--- src/rtl/spi_write_arbiter.sv ---
// Round-robin arbiter sharing one single-shot SPI write engine among N_REQ requesters.
// One transaction in flight at a time. Hung transactions are ended by a WAIT-state timeout.
module spi_write_arbiter #(
  parameter int N_REQ          = 4,
  parameter int REG_WIDTH      = 8,
  parameter int DATA_W         = 8,
  parameter int TIMEOUT_CYCLES = 1024
) (
  input  logic                       clk,
  input  logic                       rstn,
  input  logic [N_REQ-1:0]           req_valid,
  input  logic [N_REQ*REG_WIDTH-1:0] req_addr,
  input  logic [N_REQ*DATA_W-1:0]    req_data,
  output logic [N_REQ-1:0]           req_ready,
  output logic [N_REQ-1:0]           rsp_valid,
  output logic [DATA_W-1:0]          rsp_data,
  output logic                       rsp_err,
  output logic                       eng_new_command,
  output logic                       eng_is_write,
  output logic [REG_WIDTH-1:0]       eng_register_addr,
  output logic [DATA_W-1:0]          eng_write_data,
  input  logic [DATA_W-1:0]          eng_data_read,
  input  logic                       eng_transaction_complete,
  output logic                       busy,
  output logic [7:0]                 timeout_count
);

  localparam int IW = (N_REQ > 1) ? $clog2(N_REQ) : 1;
  localparam int TW = $clog2(TIMEOUT_CYCLES) + 1;
  localparam logic [TW-1:0] TMAX = TW'(TIMEOUT_CYCLES - 1);

  typedef enum logic [1:0] {IDLE, ISSUE, WAIT, RESP} state_t;

  state_t               state_q, state_d;
  logic [IW-1:0]        last_q, last_d;
  logic [IW-1:0]        grant_q, grant_d;
  logic [REG_WIDTH-1:0] addr_q, addr_d;
  logic [DATA_W-1:0]    data_q, data_d;
  logic [TW-1:0]        timer_q, timer_d;
  logic [DATA_W-1:0]    rsp_data_q, rsp_data_d;
  logic                 rsp_err_q, rsp_err_d;
  logic [7:0]           tcnt_q, tcnt_d;
  logic                 is_write_q, is_write_d;

  // Rotating-priority search starting just after the last granted requester
  logic          arb_hit;
  logic [IW-1:0] arb_idx;
  int            cand;
  always_comb begin
    arb_hit = 1'b0;
    arb_idx = '0;
    cand    = 0;
    for (int k = 0; k < N_REQ; k++) begin
      cand = int'(last_q) + 1 + k;
      if (cand >= N_REQ) cand = cand - N_REQ;
      if (!arb_hit && req_valid[IW'(cand)]) begin
        arb_hit = 1'b1;
        arb_idx = IW'(cand);
      end
    end
  end

  assign req_ready = (state_q == IDLE && arb_hit) ? (N_REQ'(1) << arb_idx) : '0;

  always_comb begin
    state_d    = state_q;
    last_d     = last_q;
    grant_d    = grant_q;
    addr_d     = addr_q;
    data_d     = data_q;
    timer_d    = timer_q;
    rsp_data_d = rsp_data_q;
    rsp_err_d  = rsp_err_q;
    tcnt_d     = tcnt_q;
    is_write_d = is_write_q;
    case (state_q)
      IDLE: begin
        if (arb_hit) begin
          grant_d    = arb_idx;
          addr_d     = req_addr[int'(arb_idx)*REG_WIDTH +: REG_WIDTH];
          data_d     = req_data[int'(arb_idx)*DATA_W +: DATA_W];
          is_write_d = 1'b1;
          state_d    = ISSUE;
        end
      end
      ISSUE: begin
        timer_d = '0;
        state_d = WAIT;
      end
      WAIT: begin
        timer_d = timer_q + TW'(1);
        // A completion landing on the timeout cycle still counts as success
        if (eng_transaction_complete) begin
          rsp_data_d = eng_data_read;
          rsp_err_d  = 1'b0;
          state_d    = RESP;
        end else if (timer_q == TMAX) begin
          rsp_data_d = '0;
          rsp_err_d  = 1'b1;
          if (tcnt_q != 8'hFF) tcnt_d = tcnt_q + 8'd1;
          state_d    = RESP;
        end
      end
      RESP: begin
        last_d     = grant_q;
        rsp_data_d = '0;
        rsp_err_d  = 1'b0;
        is_write_d = 1'b0;
        state_d    = IDLE;
      end
      default: state_d = IDLE;
    endcase
  end

  always_ff @(posedge clk or negedge rstn) begin
    if (!rstn) begin
      state_q    <= IDLE;
      last_q     <= IW'(N_REQ - 1);
      grant_q    <= '0;
      addr_q     <= '0;
      data_q     <= '0;
      timer_q    <= '0;
      rsp_data_q <= '0;
      rsp_err_q  <= 1'b0;
      tcnt_q     <= '0;
      is_write_q <= 1'b0;
    end else begin
      state_q    <= state_d;
      last_q     <= last_d;
      grant_q    <= grant_d;
      addr_q     <= addr_d;
      data_q     <= data_d;
      timer_q    <= timer_d;
      rsp_data_q <= rsp_data_d;
      rsp_err_q  <= rsp_err_d;
      tcnt_q     <= tcnt_d;
      is_write_q <= is_write_d;
    end
  end

  assign eng_new_command   = (state_q == ISSUE);
  assign eng_is_write      = is_write_q;
  assign eng_register_addr = addr_q;
  assign eng_write_data    = data_q;
  assign rsp_valid         = (state_q == RESP) ? (N_REQ'(1) << grant_q) : '0;
  assign rsp_data          = rsp_data_q;
  assign rsp_err           = rsp_err_q;
  assign busy              = (state_q != IDLE);
  assign timeout_count     = tcnt_q;

endmodule

--- config.mk ---
export PLATFORM = sky130hd
export DESIGN_NAME = spi_write_arbiter
export DESIGN_NICKNAME = d
export VERILOG_FILES = /design/src/rtl/spi_write_arbiter.sv
export SDC_FILE = /design/constraint.sdc
export NUM_CORES = 1
export LEC_CHECK = 0
export ABC_AREA = 1
export CORE_ASPECT_RATIO = 0.75
export CORE_UTILIZATION = 47
export CTS_CLUSTER_DIAMETER = 50
export DETAILED_ROUTE_END_ITERATION = 8
export PLACE_DENSITY = 0.94
export SYNTH_ARGS = -nofsm -noshare
export SYNTH_HDL_FRONTEND = slang
export SYNTH_SLANG_ARGS = --single-unit
--- constraint.sdc ---
create_clock -name clk -period 2.9 [get_ports clk]
set_input_delay 0.435 -clock clk [delete_from_list [all_inputs] [get_ports clk]]
set_output_delay 0.435 -clock clk [all_outputs]
set_load 0.005 [all_outputs]
==> results of run 1 <==
-- layout by cell type, fill, tap and decap left out, types with 8 or more instances in the layout --
master / count
a21oi_1: 10
o21ai_0: 26
dfrtp_1: 49
nand2_1: 125
nand3_1: 101
buf_4: 13
nor2_1: 20
inv_1: 27
clkdlybuf4s50_1: 117
nor3_1: 8
-- cells by family (layout without fill, tap and decap cells) --
family / Yosys count / count (layout) / synth area share
and+or+nand+nor: 270 / 270 / 0.392
buffers and inverters: 50 / 175 / 0.0754
adders and majority gates: 7 / 7 / 0.0282
DFF: 51 / 51 / 0.412
AOI/OAI and AO/OA: 42 / 42 / 0.0726
xor gates and xnor gates: 7 / 7 / 0.0198
-- routing by layer --
layer	wire length, um	track usage
met2	4600	0.483
met4	143	0.0713
met5	0	0
met1	3840	0.316
met3	797	0.0723
-- layout make-up --
type	count	area, sq um
multi-input cells	326	1590
fillers	499	1850
clock inverters	1	5.00
clock buffers	6	82.6
inverters	33	126
well taps	81	101
repair buffers	135	1320
flip-flops and latches	51	1280
-- where the power goes --
group | internal [W] | leakage, nW | switching, W
clock network | 0.000188 | 0.0470 | 0.000224
logic | 0.00121 | 1.45 | 0.00173
registers | 0.000943 | 0.655 | 0.000156
total | 0.00234 | 2.15 | 0.00211
-- sequential cells by signal (all words and copies together), names as in the netlist --
register,cells
timer_q,11
eng_register_addr,8
eng_write_data,8
rsp_data,8
timeout_count,8
grant_q,2
last_q,2
state_q,2
eng_is_write,1
rsp_err,1
-- through the flow --
step	power, W	utilization	hold slack (ns)	area, sq um	setup WS [ns]
final	0.00445	0.709	0.0933	4500	0.236
after global routing	0.00483	0.709	0.115	4500	0.0703
after CTS	0.00445	0.708	0.105	4500	0.0102
after detailed placement	0.00402	0.692	0.437	4390	0.0362
after global placement	0.00390	0.692	0.425	4390	0.128
after floorplan	0.00299	-	0.139	3100	0.729
-- worst min path at each step --
stage          slack, ns  cells past startpoint  startpoint                to
3_3_place_gp        0.43                      1        rstn  timeout_count[1]
2_1_floorplan       0.14                      0        rstn      eng_is_write
4_1_cts             0.10                      1        rstn  timeout_count[1]
6_report            0.09                      1        rstn  timeout_count[3]
5_1_grt             0.11                      1        rstn  timeout_count[4]
3_5_place_dp        0.44                      1        rstn  timeout_count[1]
-- repair_timing --
item	4_1_cts	5_1_grt
gates resized for setup	3	2
setup endpoints to repair	4	2
buffers inserted	2	0
==> impl_metrics.csv, run 1 <==
group,metric,value,unit
synthesis,syn_inst,427,
route,routedWlPerCell,14.8,um
outcome,status,"finished clean",
critical_path,cp-start-kind,"flop",
critical_path,worstPathRequired,2.47,ns
grt,grt_start_max_net_pins,33,
floorplan,coreArea,6350,sq um
final_layout,syn_to_final_growth,45.1,%
synthesis,yosys.area.top_type,"dfrtp_1",
grt,grt_pass1_wl,14500,um
floorplan,io_pins,123,
timing,min_period,2.66,ns
critical_path,critPathTopFamily,"simple AND/OR/NAND/NOR gates",
critical_path,cp.depth,11,
floorplan,die_x,95.8,um
timing,setup-tns-final,0,ns
critical_path,r2r_setup_slack,0.65,ns
route,route.detailed.drc,0,
critical_path,timing.rr.end,"eng_register_addr[6]",
synthesis,yosys_warnings,0,
clocking,cts_tree,"yes",
final_layout,drive_gt1_frac,0.0725,
synthesis,post_synth.cell_area_avg,7.26,sq um
synthesis,yosys.cell_count.top_type,"nand2_1",
final_layout,antenna_cells,0,
clocking,clockRootBuffer,"clkbuf_8",
floorplan,rows,25,
synthesis,netlist.area_leader.share,0.395,
synthesis,synth_cell_types,28,
grt,grt-ovfl-total,0,
timing,finalCritPeriodShare,0.919,
timing,fmax,375,MHz
clocking,cts.sinks,51,
critical_path,cpMostUsedCell,"nand2_1",
route,drt_iter0_markers,188,
route,num_vias,3416,
critical_path,crit_end,"req_ready[0]",
clocking,cts_hold_buffers,0,
hold_path,min_path_type,"in -> async",
clocking,cts_buffers,5,
synthesis,ys_ff_latch,51,
timing,report.final.slew_viol_count,0,
placed_design,gp_congestion,0.920,
power_and_ir_drop,p_per_area,988,nW/um^2
power_and_ir_drop,ir_worst_vdd,0.496,mV
critical_path,r2r_cells,13,
timing,rsz0062_at_grt,"false",
synthesis,syn-cell-area,3100,sq um
final_layout,fin_cells,633,
critical_path,path_buf_inv,2,
placed_design,portBuffers,122,
timing,finClkSkew,0.00694,ns
critical_path,critical_path.max_fanout,10,
timing,setup_viol,0,
timing,slew_headroom,0.351,
route,via_per_inst,5.40,
critical_path,path_cells,"inv_4 -> nand2_1 -> nand2_1 -> nand2_1 -> nand2_1 -> nor2_4 -> nand3_2 -> nand2_4 -> nand2_4 -> nor3_1 -> dlygate4sd2_1",
run,max_cap_viol_count,0,
grt,grt.total_usage,0.268,
synthesis,ys_seq_area_frac,0.412,
route,dr.pass1.iters,5,
critical_path,cp.arrival,2.23,ns
critical_path,crit_path_top_delay_cell,"dfstp_2",
placed_design,dp_hpwl,7150,um
grt,antenna_found_initial,0,
clocking,htreeDepth,2,
power_and_ir_drop,p_leak,2.15,nW
critical_path,timing.rr.start,"last_q[0]",
placed_design,dp.cells,624,
timing,tightestPinTransition,0.967,ns
synthesis,syn-num-nets,513,
floorplan,dieArea,6930,sq um
synthesis,yosys-top-cells-count,"nand2_1 (126), nand3_1 (101), dfrtp_1 (49), inv_1 (27), o21ai_0 (26)",
route,wirelength,9380,um
critical_path,max_stage_delay,0.61,ns
clocking,clock_latency,0.30,ns
synthesis,synthFlopType,"dfrtp_1",
floorplan,start_util,0.488,
synthesis,synth_edf_count,0,
critical_path,path_class,"reg -> out",
critical_path,startpoint,"last_q[0]",
clocking,clockBufferDepth,2,
timing,hold_violations,0,
floorplan,die_h,72.4,um
route,antenna_left,0,
synthesis,synth.area.top_cells,"dfrtp_1 (40%), nand3_1 (16%), nand2_1 (15%)",
clocking,clk_pin_slew,0.09,ns
critical_path,end_kind,"output pin",
grt,grt_pass1_vias,3179,
final_layout,fin_nets,638,
synthesis,async_reset_ff_frac,1.00,
(Power assumes the default switching activity.)
==> inputs of run 2 (changes only) <==
Settings changed: PLACE_DENSITY 0.94 to 0.92.
==> impl_metrics.csv, run 2 (same netlist as run 1, synthesis figures left out) <==
group,metric,value,unit
critical_path,cpMostUsedCell,"nand2_1",
route,drt_iter0_markers,191,
clocking,htreeDepth,2,
power_and_ir_drop,p_leak,2.15,nW
final_layout,layout_common_cells,"nand2_1 (122), clkdlybuf4s50_1 (117), nand3_1 (101), dfrtp_1 (49), inv_1 (27)",
timing,report.final.slew_viol_count,0,
timing,fmax,365,MHz
grt,grt_pass1_vias,3152,
timing,setup_viol,0,
route,route.detailed.drc,0,
floorplan,dieArea,6930,sq um
power_and_ir_drop,p_per_area,997,nW/um^2
timing,min_period,2.74,ns
clocking,cts.sinks,51,
clocking,clk_pin_slew,0.09,ns
timing,hold_violations,0,
critical_path,path_class,"reg -> out",
final_layout,largest_reg_flops,11,
floorplan,die_x,95.8,um
clocking,clockBufferDepth,2,
placed_design,portBuffers,122,
critical_path,cp.arrival,2.31,ns
grt,grt_start_max_net_pins,52,
timing,setup-tns-final,0,ns
critical_path,worstPathRequired,2.47,ns
floorplan,io_pins,123,
critical_path,timing.rr.start,"last_q[0]",
critical_path,critPathTopFamily,"simple AND/OR/NAND/NOR gates",
placed_design,dp_hpwl,6880,um
route,routedWlPerCell,14.6,um
critical_path,max_stage_delay,0.61,ns
critical_path,path_cells,"inv_4 -> nand2_1 -> nand2_2 -> nand2_1 -> nand2_1 -> nor2_4 -> nand3_4 -> nand2_4 -> nand2_4 -> nor3_1 -> dlygate4sd2_1",
power_and_ir_drop,p_total,0.00452,W
grt,antenna_found_initial,0,
placed_design,gp_congestion,0.930,
timing,tightestPinTransition,0.949,ns
floorplan,die_h,72.4,um
final_layout,mostFrequentLayoutCell,"nand2_1",
route,antenna_left,0,
critical_path,end_kind,"output pin",
timing,finalCritPeriodShare,0.945,
grt,grt.total_usage,0.268,
clocking,cts_buffers,5,
critical_path,r2r_cells,13,
floorplan,coreArea,6350,sq um
final_layout,drive_gt1_frac,0.0778,
critical_path,cp-start-kind,"flop",
grt,grt-ovfl-total,0,
final_layout,fin_nets,638,
route,num_vias,3386,
critical_path,timing.rr.end,"eng_register_addr[6]",
route,via_per_inst,5.34,
hold_path,min_path_type,"in -> async",
critical_path,critical_path.max_fanout,10,
route,dr.pass1.iters,5,
power_and_ir_drop,ir_worst_vdd,0.502,mV
final_layout,syn_to_final_growth,46.1,%
clocking,clock_latency,0.30,ns
critical_path,crit_path_top_delay_cell,"dfstp_2",
critical_path,r2r_setup_slack,0.64,ns
timing,slew_headroom,0.363,
route,wirelength,9230,um
run,max_cap_viol_count,0,
clocking,cts_tree,"yes",
final_layout,antenna_cells,0,
floorplan,start_util,0.488,
final_layout,top_register,"timer_q",
floorplan,rows,25,
grt,grt_pass1_wl,14500,um
timing,finClkSkew,0.00653,ns
timing,rsz0062_at_grt,"false",
outcome,status,"finished clean",
critical_path,path_buf_inv,2,
clocking,clockRootBuffer,"clkbuf_8",
## run 2: repair_timing
action | CTS | global route
endpoints found under the setup margin | 4 | 2
buffers inserted | 1 | 0
hold buffers | 0 | 0
resized for setup | 4 | 7
pin swaps | 0 | 1
## run 2: routing by layer
metal  wire length [um]  vias up  track usage
li1                   -     1665            -
met1               3880     1598        0.338
met2               4490      110        0.471
met3                723       13       0.0608
met4                134        0       0.0614
met5                  0        -            0
## run 2: cell type report
cell class                 count  area, sq um
clock buffer                   7         76.3
tap                           81          101
clock inverter                 1         5.00
inverter                      33          126
timing repair buffer         135         1330
fill                         458         1820
multi-input combinational    326         1620
sequential                    51         1280
## run 2: worst max path at each step
stage	endpoint	cells past startpoint	startpoint
after CTS	req_ready[1]	12	last_q[0]
after global placement	req_ready[1]	12	req_valid[0]
after detailed placement	req_ready[1]	12	req_valid[0]
final	req_ready[0]	11	last_q[0]
after global routing	req_ready[2]	11	last_q[0]
after floorplan	req_ready[0]	12	last_q[0]
## run 2: through the flow
stage / setup WS (ns) / instances / hold WS [ns] / instance area, sq um / util
6_report: 0.160 / 634 / 0.218 / 4530 / 0.714
5_1_grt: 0.0523 / 634 / 0.272 / 4530 / 0.714
4_1_cts: 0.0135 / 634 / 0.248 / 4510 / 0.710
3_5_place_dp: -0.00671 / 625 / 0.469 / 4400 / 0.693
3_3_place_gp: 0.132 / 625 / 0.462 / 4400 / 0.693
2_1_floorplan: 0.729 / 427 / 0.139 / 3100 / -
## run 2: worst reg2reg max path, stage by stage (launching register included)
cell and delay, ns:
dfstp_2 0.61, inv_4 0.08, nand2_1 0.09, nand2_2 0.09, nand2_1 0.08, nand2_1 0.09, nor2_4 0.17, nand3_4 0.13
nand2_4 0.11, buf_4 0.32, nand3_1 0.13, nand3_1 0.10, nand3_1 0.11, nand2_1 0.09
## run 2: power breakdown
group | total (W) | switching (W) | leakage (nW) | internal [W]
Clock | 0.000400 | 0.000230 | 0.0422 | 0.000170
Combinational | 0.00304 | 0.00179 | 1.46 | 0.00125
Sequential | 0.00108 | 0.000140 | 0.655 | 0.000942
